**src/rtl/alu_host_seq.sv**
```systemverilog
// -----------------------------------------------------------------------------
// alu_host_seq
//
// Host-side sequencer for a byte-serial ALU control unit. Commands {op, x, y}
// are buffered in a 2-entry FIFO, issued to the ALU as a start pulse followed
// by the two operand bytes, and the one or two result bytes are collected and
// returned as a 16-bit response.
//
// Optional feature: define ALU_TIMEOUT_EN to enable a 6-bit watchdog on the
// WAIT/CAP2 states. On expiry a response with rsp_err=1 and rsp_data=0 is
// returned. Without the macro the sequencer waits indefinitely and rsp_err
// is tied low.
//
// Handshakes: a transfer happens on a rising clk edge where valid and ready
// are both high. Once rsp_valid is high, rsp_data/rsp_op/rsp_err stay stable
// until the transfer. A command pushed into a full FIFO is still accepted in
// a cycle where the FIFO is also popped, because the pop frees the slot first.
//
// Ports:
//   clk, rst_b             clock, asynchronous active-low reset
//   cmd_valid/cmd_ready    command handshake (cmd_ready = FIFO not full)
//   cmd_op, cmd_x, cmd_y   00 add, 01 sub, 10 mul, 11 div; x dividend, y divisor
//   alu_start              one-cycle start pulse to the ALU
//   alu_s                  opcode to the ALU, holds the last issued opcode
//   alu_inbus              operand bus (x, then y, otherwise 0)
//   alu_finish/alu_outbus  ALU result-valid strobe and result byte
//   rsp_valid/rsp_ready    response handshake
//   rsp_data, rsp_op       result and its opcode
//                          (add/sub {00,byte}; mul {hi,lo}; div {rem,quot})
//   rsp_err                watchdog timeout flag
//   busy                   FSM not idle or FIFO non-empty
//   fsm_state              current FSM state: 0 IDLE, 1 ISSUE_X, 2 ISSUE_Y,
//                          3 WAIT, 4 CAP2, 5 RESP
// -----------------------------------------------------------------------------
module alu_host_seq (
  input  logic        clk,
  input  logic        rst_b,
  input  logic        cmd_valid,
  output logic        cmd_ready,
  input  logic [1:0]  cmd_op,
  input  logic [7:0]  cmd_x,
  input  logic [7:0]  cmd_y,
  output logic        alu_start,
  output logic [1:0]  alu_s,
  output logic [7:0]  alu_inbus,
  input  logic        alu_finish,
  input  logic [7:0]  alu_outbus,
  output logic        rsp_valid,
  input  logic        rsp_ready,
  output logic [15:0] rsp_data,
  output logic [1:0]  rsp_op,
  output logic        rsp_err,
  output logic        busy,
  output logic [2:0]  fsm_state
);

  typedef enum logic [2:0] {
    S_IDLE    = 3'd0,
    S_ISSUE_X = 3'd1,
    S_ISSUE_Y = 3'd2,
    S_WAIT    = 3'd3,
    S_CAP2    = 3'd4,
    S_RESP    = 3'd5
  } state_t;

  state_t state, state_next;

  // ---------------------------------------------------------------------------
  // Command FIFO, 2 entries of {op, x, y}
  // ---------------------------------------------------------------------------
  logic [17:0] fifo_mem [2];
  logic        wr_ptr, rd_ptr;
  logic [1:0]  fifo_count;
  logic        fifo_full, fifo_empty, fifo_push, fifo_pop;
  logic [17:0] fifo_head;

  assign fifo_full  = (fifo_count == 2'd2);
  assign fifo_empty = (fifo_count == 2'd0);
  assign fifo_pop   = (state == S_IDLE) && !fifo_empty;
  // The pop in the same cycle frees a slot, so a full FIFO can still accept.
  assign fifo_push  = cmd_valid && (!fifo_full || fifo_pop);
  assign cmd_ready  = !fifo_full;
  assign fifo_head  = fifo_mem[rd_ptr];

  always_ff @(posedge clk) begin
    if (fifo_push) fifo_mem[wr_ptr] <= {cmd_op, cmd_x, cmd_y};
  end

  always_ff @(posedge clk or negedge rst_b) begin
    if (!rst_b) begin
      wr_ptr     <= 1'b0;
      rd_ptr     <= 1'b0;
      fifo_count <= 2'd0;
    end else begin
      if (fifo_push) wr_ptr <= ~wr_ptr;
      if (fifo_pop)  rd_ptr <= ~rd_ptr;
      case ({fifo_push, fifo_pop})
        2'b10:   fifo_count <= fifo_count + 2'd1;
        2'b01:   fifo_count <= fifo_count - 2'd1;
        default: fifo_count <= fifo_count;
      endcase
    end
  end

  // ---------------------------------------------------------------------------
  // Watchdog
  // ---------------------------------------------------------------------------
  logic in_wait;
  logic timeout;

  assign in_wait = (state == S_WAIT) || (state == S_CAP2);

`ifdef ALU_TIMEOUT_EN
  logic [5:0] tcount;
  logic       err_q;

  // tcount is 0 in the first WAIT cycle and advances once per waiting cycle.
  // Expiry fires in the cycle where it holds 62, so the counter reaches 63
  // on the same edge that moves the FSM into RESP.
  assign timeout = in_wait && !alu_finish && (tcount == 6'd62);

  always_ff @(posedge clk or negedge rst_b) begin
    if (!rst_b) begin
      tcount <= 6'd0;
    end else if (state == S_ISSUE_Y) begin
      tcount <= 6'd0;
    end else if (in_wait) begin
      tcount <= tcount + 6'd1;
    end
  end

  always_ff @(posedge clk or negedge rst_b) begin
    if (!rst_b) begin
      err_q <= 1'b0;
    end else if (timeout) begin
      err_q <= 1'b1;
    end else if (fifo_pop) begin
      err_q <= 1'b0;
    end
  end

  assign rsp_err = err_q;
`else
  assign timeout = 1'b0;
  assign rsp_err = 1'b0;
`endif

  // ---------------------------------------------------------------------------
  // FSM
  // ---------------------------------------------------------------------------
  always_ff @(posedge clk or negedge rst_b) begin
    if (!rst_b) state <= S_IDLE;
    else        state <= state_next;
  end

  logic [1:0] op_q;
  logic [7:0] x_q, y_q, hi_q;
  logic [15:0] data_q;

  always_comb begin
    state_next = state;
    case (state)
      S_IDLE:    if (!fifo_empty) state_next = S_ISSUE_X;
      S_ISSUE_X: state_next = S_ISSUE_Y;
      S_ISSUE_Y: state_next = S_WAIT;
      S_WAIT: begin
        if (alu_finish)   state_next = op_q[1] ? S_CAP2 : S_RESP;
        else if (timeout) state_next = S_RESP;
      end
      S_CAP2:    if (alu_finish || timeout) state_next = S_RESP;
      S_RESP:    if (rsp_ready) state_next = S_IDLE;
      default:   state_next = S_IDLE;
    endcase
  end

  // ---------------------------------------------------------------------------
  // Datapath: operands latched on pop, result bytes assembled on finish.
  // op_q doubles as alu_s so the opcode stays put after the operation ends.
  // ---------------------------------------------------------------------------
  always_ff @(posedge clk or negedge rst_b) begin
    if (!rst_b) begin
      op_q   <= 2'b00;
      x_q    <= 8'h00;
      y_q    <= 8'h00;
      hi_q   <= 8'h00;
      data_q <= 16'h0000;
    end else begin
      if (fifo_pop) begin
        op_q <= fifo_head[17:16];
        x_q  <= fifo_head[15:8];
        y_q  <= fifo_head[7:0];
      end
      if (state == S_WAIT && alu_finish) begin
        if (op_q[1]) hi_q   <= alu_outbus;
        else         data_q <= {8'h00, alu_outbus};
      end
      if (state == S_CAP2 && alu_finish) data_q <= {hi_q, alu_outbus};
      if (timeout) data_q <= 16'h0000;
    end
  end

  always_comb begin
    alu_inbus = 8'h00;
    case (state)
      S_ISSUE_X: alu_inbus = x_q;
      S_ISSUE_Y: alu_inbus = y_q;
      default:   alu_inbus = 8'h00;
    endcase
  end

  assign alu_start = (state == S_ISSUE_X);
  assign alu_s     = op_q;
  assign rsp_valid = (state == S_RESP);
  assign rsp_data  = data_q;
  assign rsp_op    = op_q;
  assign busy      = (state != S_IDLE) || !fifo_empty;
  assign fsm_state = state;

endmodule

```
**config.mk**
```make
export PLATFORM = sky130hd
export DESIGN_NAME = alu_host_seq
export DESIGN_NICKNAME = d
export VERILOG_FILES = /design/src/rtl/alu_host_seq.sv
export SDC_FILE = /design/constraint.sdc
export NUM_CORES = 1
export LEC_CHECK = 0
export CELL_PAD_IN_SITES_DETAIL_PLACEMENT = 0
export CELL_PAD_IN_SITES_GLOBAL_PLACEMENT = 1
export CORE_ASPECT_RATIO = 1.5
export CORE_UTILIZATION = 42
export DETAILED_ROUTE_END_ITERATION = 7
export PLACE_DENSITY_LB_ADDON = 0.15
export SETUP_SLACK_MARGIN = 0.15
export SYNTH_ARGS = -nofsm -noshare
export SYNTH_HDL_FRONTEND = slang
export SYNTH_SLANG_ARGS = --single-unit
```
**constraint.sdc**
```tcl
create_clock -name clk -period 2.93 [get_ports clk]
set_input_delay 0.879 -clock clk [delete_from_list [all_inputs] [get_ports clk]]
set_output_delay 0.879 -clock clk [all_outputs]
set_load 0.03 [all_outputs]
```
==> impl_metrics.json, run 1 <==
{
  "status": "complete, no violations",
  "synth_top_area_share_pct": 35.87,
  "endpoint_kind": "output pin",
  "gr-total-overflow": 0,
  "layout-drive-gt1-share_pct": 31.23,
  "grt_pass1_wl_mm": 10.09,
  "ys.flop_type": "dfrtp_1",
  "syn-cell-area_um2": 3418,
  "rsz0062_at_grt": "no",
  "start_kind": "flip-flop",
  "postSynthAreaPerCell_um2": 15.97,
  "grt-busiest-layer": "met2",
  "power_density_nw_per_um2": 1138,
  "fin_nets": 312,
  "relSlewSlack_pct": 42.93,
  "core_um2": 7759,
  "slew_violations": 0,
  "dieArea_um2": 8511,
  "viasPerCell": 4.987,
  "vias": 1930,
  "switching_share_pct": 34.34,
  "die_h_um": 112.5,
  "finalClockSkew_ps": 7.392,
  "netlist-cell-type-count": 33,
  "clkTransAtPathRegs_ps": 60,
  "dpl.hpwl_mm": 4.251,
  "globalRouteTotalUtil_pct": 16.36,
  "nFillCells": 648,
  "cts-root-buf": "clkbuf_16",
  "area_growth_pct": 28.84,
  "max_freq_ghz": 0.3837,
  "tightest_slew_ps": 856.0,
  "ios": 67,
  "cap_viol_max_count": 0,
  "cts_buffers": 9,
  "drt-pass1-iter-count": 4,
  "gp_congestion": 0.7337,
  "htree_levels": 3,
  "synthTopCellsByArea": "dfrtp_1 (36%), edfxtp_1 (32%), mux2_2 (16%)",
  "antenna_found_initial": 0,
  "diodes": 0,
  "p_sw_mw": 1.722,
  "wl_per_cell_um": 15.98,
  "synth_fp_nets": 246,
  "combPwrFrac_pct": 38.0,
  "synth_common_cells": "mux2_2 (50), dfrtp_1 (49), edfxtp_1 (36)",
  "grt_use_met2_pct": 27.44,
  "drt_wl_total_mm": 6.183,
  "worstPathMaxFanout": 11,
  "use_met3_pct": 4.758,
  "synthMostInstantiatedCell": "mux2_2",
  "crit_type": "flip-flop to output pin",
  "drc": 0,
  "register_area_um2": 2310,
  "post-route-util_pct": 56.77,
  "p_clk_share_pct": 21.3,
  "synth-edff-count": 36,
  "cts.sinks": 85,
  "p_int_mw": 3.292,
  "multi_input_area_um2": 1006,
  "syn_inst": 214,
  "cts_tree": "done",
  "rows": 39,
  "required_ps": 2050,
  "hp-class": "flip-flop to flip-flop",
  "grt_use_met1_pct": 19.70,
  "postCtsSetupBuffers": 0,
  "seq_area_frac_synth_pct": 67.50,
  "postSynthRegisterBits": 85,
  "grt_pass1_vias": 2035,
  "cts.path.max_buffers": 2,
  "drt_iter0_markers": 75,
  "initial_core_util_pct": 44.06,
  "finalSetupTns_ps": 0,
  "setup_violations": 0,
  "timing.final.crit_period_ps": 2606,
  "arrival_ps": 1730,
  "async_flop_share_pct": 57.65,
  "post_cts_resized": 2,
  "cts_hold_buffers": 0,
  "yosysWarnings": 0,
  "drtAntennaViolNets": 0,
  "yosysTopAreaCell": "dfrtp_1",
  "grt_max_degree": 50,
  "power.leakage_nw": 1.757,
  "power_frac_seq_pct": 40.7,
  "clk_latency_ps": 330,
  "io_buffers": 65,
  "ir_drop_uv": 667.4,
  "fin_crit_sh_pct": 88.94,
  "die_w_um": 75.66,
  "final-hold-violation-count": 0
}
## power groups by stage
stage / Clock [mW] / Sequential [mW] / Combinational [mW]
after floorplan: 0 / 2.13 / 1.20
after global placement: 0 / 2.05 / 1.91
after detailed placement: 0 / 2.06 / 1.92
after CTS: 1.10 / 2.05 / 1.93
after global routing: 1.15 / 2.10 / 2.06
final: 1.07 / 2.04 / 1.91
## critical path, stage by stage (launching register included)
cell	delay (ps)
dfrtp_1	540
nor2b_2	390
a22oi_1	110
nor2_1	170
buf_4	190
## cells in the final DEF, fill, tap and decap left out, types with 3 or more instances in the layout
| cell | instances |
|---|---|
| buf_4 | 14 |
| a22oi_1 | 8 |
| nor2_1 | 15 |
| xnor2_1 | 3 |
| clkbuf_16 | 10 |
| a22o_1 | 9 |
| clkdlybuf4s50_1 | 53 |
| edfxtp_1 | 36 |
| mux2_2 | 50 |
| dfrtp_1 | 47 |
## logic make-up (layout without fill, tap and decap cells)
logic type / Yosys count / count (layout) / share of synthesized area [%]
flip-flops: 85 / 85 / 67.50
adder cells (fa/ha/maj): 1 / 1 / 0.3660
multiplexers: 52 / 52 / 17.35
AND/OR/NAND/NOR: 32 / 32 / 5.271
AO/OA/AOI/OAI: 21 / 21 / 4.978
buffers and inverters: 17 / 88 / 3.148
XOR/XNOR: 5 / 5 / 1.281
other: 1 / 1 / 0.1097
## routing by layer
metal	up-vias	share of wire, %
li1	911	-
met2	54	53
met1	959	42
met5	-	0
met3	6	4.2
met4	0	1.1
## metrics by stage
step	total power [mW]	setup slack, ps	cell area (um^2)	hold WS, ps	instances
finish	5.014	323.9	4404	493.7	387
global route	5.306	198.4	4404	521.4	387
CTS	5.079	186.4	4397	496.1	387
detailed placement	3.988	393.4	4106	482.4	371
global placement	3.956	455.2	4106	480.9	371
floorplan	3.335	388.7	3418	464.4	214
## sequential cells by signal (all words and copies together) (netlist names)
signal      cells
rsp_data       16
y_q             8
fifo_mem       36
alu_s           2
wr_ptr          1
rd_ptr          1
fifo_count      2
hi_q            8
x_q             8
fsm_state       3
## area by class of cell
type                            instances  area share (%)
Inverter                                2          0.1705
Timing Repair Buffer                   70           15.11
Multi-Input combinational cell        112           22.84
Sequential cell                        85           52.44
Clock buffer                           12           5.852
Tap cell                              102           2.898
Clock inverter                          4          0.6818
## worst paths after layout
path,from,end,slack [ps],cells past startpoint
setup / recovery,fsm_state[1],alu_inbus[7],320,4
hold / removal,hi_q[3],rsp_data[11],490,1
setup reg to reg,fsm_state[1],fifo_count[1],1060,6
hold reg to reg,hi_q[3],rsp_data[11],490,1
max in group asynchronous,rst_b,fsm_state[0],1840,2
min in group asynchronous,rst_b,rsp_data[4],650,2
(Power assumes the default switching activity.)
==> inputs of run 2 (changes only) <==
--- a/config.mk
+++ b/config.mk
@@ -8,7 +8,8 @@
 export CELL_PAD_IN_SITES_DETAIL_PLACEMENT = 0
 export CELL_PAD_IN_SITES_GLOBAL_PLACEMENT = 1
 export CORE_ASPECT_RATIO = 1.5
-export CORE_UTILIZATION = 42
+export CORE_UTILIZATION = 38
+export CTS_CLUSTER_SIZE = 28
 export DETAILED_ROUTE_END_ITERATION = 7
 export PLACE_DENSITY_LB_ADDON = 0.15
 export SETUP_SLACK_MARGIN = 0.15
==> constraint.sdc (replaced) <==
create_clock -name clk -period 2.1 [get_ports clk]
set_input_delay 0.63 -clock clk [delete_from_list [all_inputs] [get_ports clk]]
set_output_delay 0.63 -clock clk [all_outputs]
set_load 0.03 [all_outputs]
==> impl_metrics.json, run 2 (synthesis gave the netlist of run 1 again) <==
{
  "r2r_start": "fsm_state[1]",
  "fin_nets": 329,
  "top_register": "fifo_mem",
  "clk_latency_ps": 330,
  "finalClockSkew_ps": 6.404,
  "mostFrequentLayoutCells": "dfrtp_1 (46), mux2_2 (44), edfxtp_1 (36)",
  "ir_drop_uv": 778.7,
  "endpoint_kind": "output pin",
  "wl_per_cell_um": 16.24,
  "drt_iter0_markers": 104,
  "rsz0062_at_grt": "yes",
  "setup_violations": 3,
  "clkTransAtPathRegs_ps": 60,
  "met1_length_mm": 2.923,
  "layout-drive-gt1-share_pct": 44.70,
  "drt_wl_total_mm": 6.692,
  "max_freq_ghz": 0.4709,
  "power_density_nw_per_um2": 1607,
  "required_ps": 1470,
  "area_growth_pct": 39.09,
  "start_kind": "flip-flop",
  "vias": 2016,
  "layout_commonest_cell": "dfrtp_1",
  "crit_type": "flip-flop to output pin",
  "core_um2": 8776,
  "globalRouteTotalUtil_pct": 15.96,
  "drt-pass1-iter-count": 4,
  "drtAntennaViolNets": 0,
  "initial_core_util_pct": 38.95,
  "gr-total-overflow": 0,
  "r2r_cells": 6,
  "relSlewSlack_pct": 58.49,
  "top_layer": "met4",
  "cts.path.max_buffers": 2,
  "dieArea_um2": 9387,
  "die_h_um": 118.2,
  "final-hold-violation-count": 0,
  "timing.final.crit_period_ps": 2124,
  "cts_buffers": 9,
  "ios": 67,
  "io_buffers": 65,
  "startpoint": "fsm_state[1]",
  "tightest_slew_ps": 620.3,
  "cap_viol_max_count": 0,
  "fin_crit_sh_pct": 101.1,
  "htree_levels": 3,
  "cts_tree": "done",
  "power.leakage_nw": 1.980,
  "wl_met2_mm": 3.286,
  "reg2reg_to": "rsp_data[4]",
  "r2r_setup_slack_ps": 130,
  "viasPerCell": 4.893,
  "largest_register_ffs": 36,
  "grt_pass1_vias": 2151,
  "slew_violations": 0,
  "dp_slack_ps": 43.55,
  "diodes": 0,
  "cts_hold_buffers": 0,
  "cts-root-buf": "clkbuf_16",
  "fin_ws_ps": -23.53,
  "grt_pass1_wl_mm": 10.91,
  "rows": 42,
  "antenna_found_initial": 0,
  "drc": 0,
  "gp_congestion": 0.6987,
  "arrival_ps": 1490,
  "hp-class": "input pin to async pin",
  "nFillCells": 758,
  "die_w_um": 79.44,
  "dpl.hpwl_mm": 4.502,
  "post-route-util_pct": 54.18,
  "worstPathMaxFanout": 6,
  "cts.sinks": 85,
  "status": "finished with violations",
  "grt_max_degree": 25,
  "endpoint": "alu_inbus[5]",
  "violations": "negative setup slack",
  "met3RoutedLength_um": 310
}
run 2: cell types whose count changed in the layout (fill, tap and decap cells not counted), sizes merged:
cell	delta
buf	+21
bufinv	+2
clkbuf	-1
clkdlybuf4s15	+1
clkdlybuf4s50	-24
clkinv	+2
clkinvlp	-1
dlygate4sd2	+20
dlymetal6s2s	-2
inv	-1
run 2: worst min-delay path by stage:
| stage | slack (ps) | cells after the start | startpoint | endpoint |
|---|---|---|---|---|
| after floorplan | 330 | 0 | rst_b | alu_s[0] |
| after global placement | 480 | 1 | hi_q[4] | rsp_data[12] |
| after detailed placement | 480 | 1 | rsp_data[13] | rsp_data[13] |
| after CTS | 280 | 1 | rst_b | rsp_data[5] |
| after global routing | 300 | 1 | rst_b | hi_q[5] |
| final | 270 | 1 | rst_b | rsp_data[5] |
run 2: metal layers:
layer  track usage, %  vias up
met4            9.205        0
met2            24.89       54
met5                0        -
met3            4.170       11
met1            19.68     1005
li1                 -      946
run 2: final cells by class:
class                   instances  area, um^2  share of cell area [%]
clock inverters                 6       87.58                   1.842
well taps                     110       137.6                   2.895
flip-flops and latches         85        2311                   48.61
multi-input cells             112        1114                   23.42
clock buffers                  10       229.0                   4.816
repair buffers                 87       868.3                   18.26
inverters                       2       7.507                  0.1579
run 2: per-stage QoR:
step	power [mW]	TNS [ps]	instances	cell area (um^2)	hold slack (ps)
after detailed placement	5.813	0	389	4274	482.4
after CTS	7.586	-121.8	406	4663	277.7
after global routing	8.047	-487.1	412	4755	300.0
after global placement	5.777	0	389	4274	480.2
final	7.642	-47.78	412	4755	273.8
after floorplan	4.732	0	214	3460	334.4
run 2: where the power goes:
group	switching, mW	internal (mW)	total [mW]
clock network	0.631	1.04	1.67
logic	1.63	1.61	3.23
registers	0.341	2.39	2.73
run 2: worst max-delay path: stages (launching register included):
cell	delay [ps]
dfrtp_2	410
buf_6	130
nor2b_4	120
buf_6	150
a22oi_2	80
nor2_2	140
buf_6	140
run 2: what timing repair did:
| action | in CTS | in global routing |
|---|---|---|
| resized for setup | 54 | 16 |
| buffers inserted | 1 | 6 |
| endpoints found under the setup margin | 34 | 12 |
| pin swaps | 8 | 7 |
==> inputs of run 3 (changes only) <==
==> constraint.sdc (replaced) <==
create_clock -name clk -period 2.1 [get_ports clk]
set_input_delay 0.63 -clock clk [delete_from_list [all_inputs] [get_ports clk]]
set_output_delay 0.63 -clock clk [all_outputs]
set_load 0.1 [all_outputs]
==> impl_metrics.json, run 3 (synthesis gave the netlist of run 1 again) <==
{
  "dieArea_um2": 9387,
  "top_register": "fifo_mem",
  "grt_max_degree": 50,
  "startpoint": "fsm_state[1]",
  "slew_violations": 0,
  "antenna_found_initial": 0,
  "required_ps": 1470,
  "fin_crit_sh_pct": 109.5,
  "largest_register_ffs": 36,
  "arrival_ps": 1670,
  "globalRouteTotalUtil_pct": 16.81,
  "gr-total-overflow": 0,
  "initial_core_util_pct": 38.95,
  "endpoint_kind": "output pin",
  "die_w_um": 79.44,
  "fin_nets": 340,
  "cts_tree": "done",
  "grt_pass1_wl_mm": 11.61,
  "timing.final.crit_period_ps": 2299,
  "crit_buf_inv": 3,
  "mostFrequentLayoutCells": "dfrtp_1 (44), buf_12 (40), edfxtp_1 (36)",
  "layout_commonest_cell": "dfrtp_1",
  "rsz0062_at_grt": "yes",
  "path_cells": "buf_6 -> nor2b_4 -> buf_12 -> a22oi_2 -> nor2_4 -> buf_12",
  "crit_type": "flip-flop to output pin",
  "die_h_um": 118.2,
  "r2r_setup_slack_ps": 100,
  "cap_viol_max_count": 0,
  "cp_top_family": "flip-flops",
  "drt_iter0_markers": 66,
  "clk_latency_ps": 340,
  "core_um2": 8776,
  "status": "finished with violations",
  "max_freq_ghz": 0.4349,
  "dpl.hpwl_mm": 4.628,
  "hp-class": "input pin to async pin",
  "r2r_start": "fsm_state[1]",
  "drt-pass1-iter-count": 4,
  "rows": 42,
  "reg2reg_to": "x_q[5]",
  "whs_ps": 276.4,
  "r2r_cells": 7,
  "setup_violations": 11,
  "drtAntennaViolNets": 0,
  "clkTransAtPathRegs_ps": 60,
  "cts_hold_buffers": 0,
  "gp_congestion": 0.6990,
  "cts.path.max_buffers": 2,
  "start_kind": "flip-flop",
  "fin_cells": 423,
  "nFillCells": 658,
  "cp_slowest_cell": "dfrtp_4",
  "grt_pass1_vias": 2257,
  "violations": "negative setup slack",
  "diodes": 0,
  "wl_per_cell_um": 17.67,
  "finalClockSkew_ps": 6.781,
  "cts.sinks": 85,
  "worstPathMaxFanout": 6,
  "cts-root-buf": "clkbuf_16",
  "viasPerCell": 4.962,
  "vias": 2099,
  "endpoint": "alu_inbus[2]",
  "drt_wl_total_mm": 7.473,
  "io_buffers": 65,
  "dp.cells": 387,
  "crit_path_frequent_cell": "buf_12",
  "ios": 67,
  "final-hold-violation-count": 0,
  "fin_ws_ps": -199.4,
  "drc": 0,
  "cts_buffers": 9,
  "crit_cells": 6,
  "slowest_delay_ps": 480,
  "htree_levels": 3,
  "layout-drive-gt1-share_pct": 55.27,
  "area_growth_pct": 58.64
}
## run 3: final cells by class
cell class	instances	area, um^2	share of cell area, %
Sequential cell	85	2321	42.80
Multi-Input combinational cell	112	1289	23.77
Clock buffer	12	236.5	4.361
Tap cell	110	137.6	2.538
Clock inverter	4	48.80	0.8999
Timing Repair Buffer	98	1383	25.50
Inverter	2	7.507	0.1384
## run 3: timing repair
action,CTS,global route
endpoints found under the setup margin,12,51
setup buffers,7,10
resized for setup,39,12
endpoints found under the hold margin,0,0
cloned,0,3
pin swaps,13,5
## run 3: worst min path at each step
stage | startpoint | to | slack (ps) | depth (start not counted)
2_1_floorplan | rst_b | alu_s[0] | 330 | 0
3_3_place_gp | hi_q[7] | rsp_data[15] | 480 | 1
3_5_place_dp | hi_q[0] | rsp_data[8] | 490 | 1
4_1_cts | rst_b | rsp_data[8] | 280 | 2
5_1_grt | rst_b | hi_q[5] | 290 | 2
6_report | rst_b | rsp_data[9] | 280 | 2
## run 3: through the flow
| step | instance area [um^2] | setup slack (ps) | setup TNS [ps] | util [%] |
|---|---|---|---|---|
| 6_report | 5423 | -199.4 | -1831 | 61.79 |
| 2_1_floorplan | 3573 | -195.5 | -1621 | - |
| 4_1_cts | 5224 | -194.9 | -1855 | 59.52 |
| 3_3_place_gp | 4711 | -223.8 | -1524 | 53.68 |
| 3_5_place_dp | 4711 | -230.6 | -1626 | 53.68 |
| 5_1_grt | 5423 | -256.8 | -2476 | 61.79 |
## run 3: metal layers
layer	routed length (um)	part of all wire, %	GRT usage (%)	vias up
met3	290	3.9	4.865	12
met2	3971	53	26.98	52
li1	-	-	-	965
met1	3052	41	20.21	1070
met4	157	2.1	8.523	0
met5	0	0	0	-
Power of run 3 is left out: the tool's default activity adds up to more than one toggle a clock period on the data nets, which glitch-free logic cannot reach.
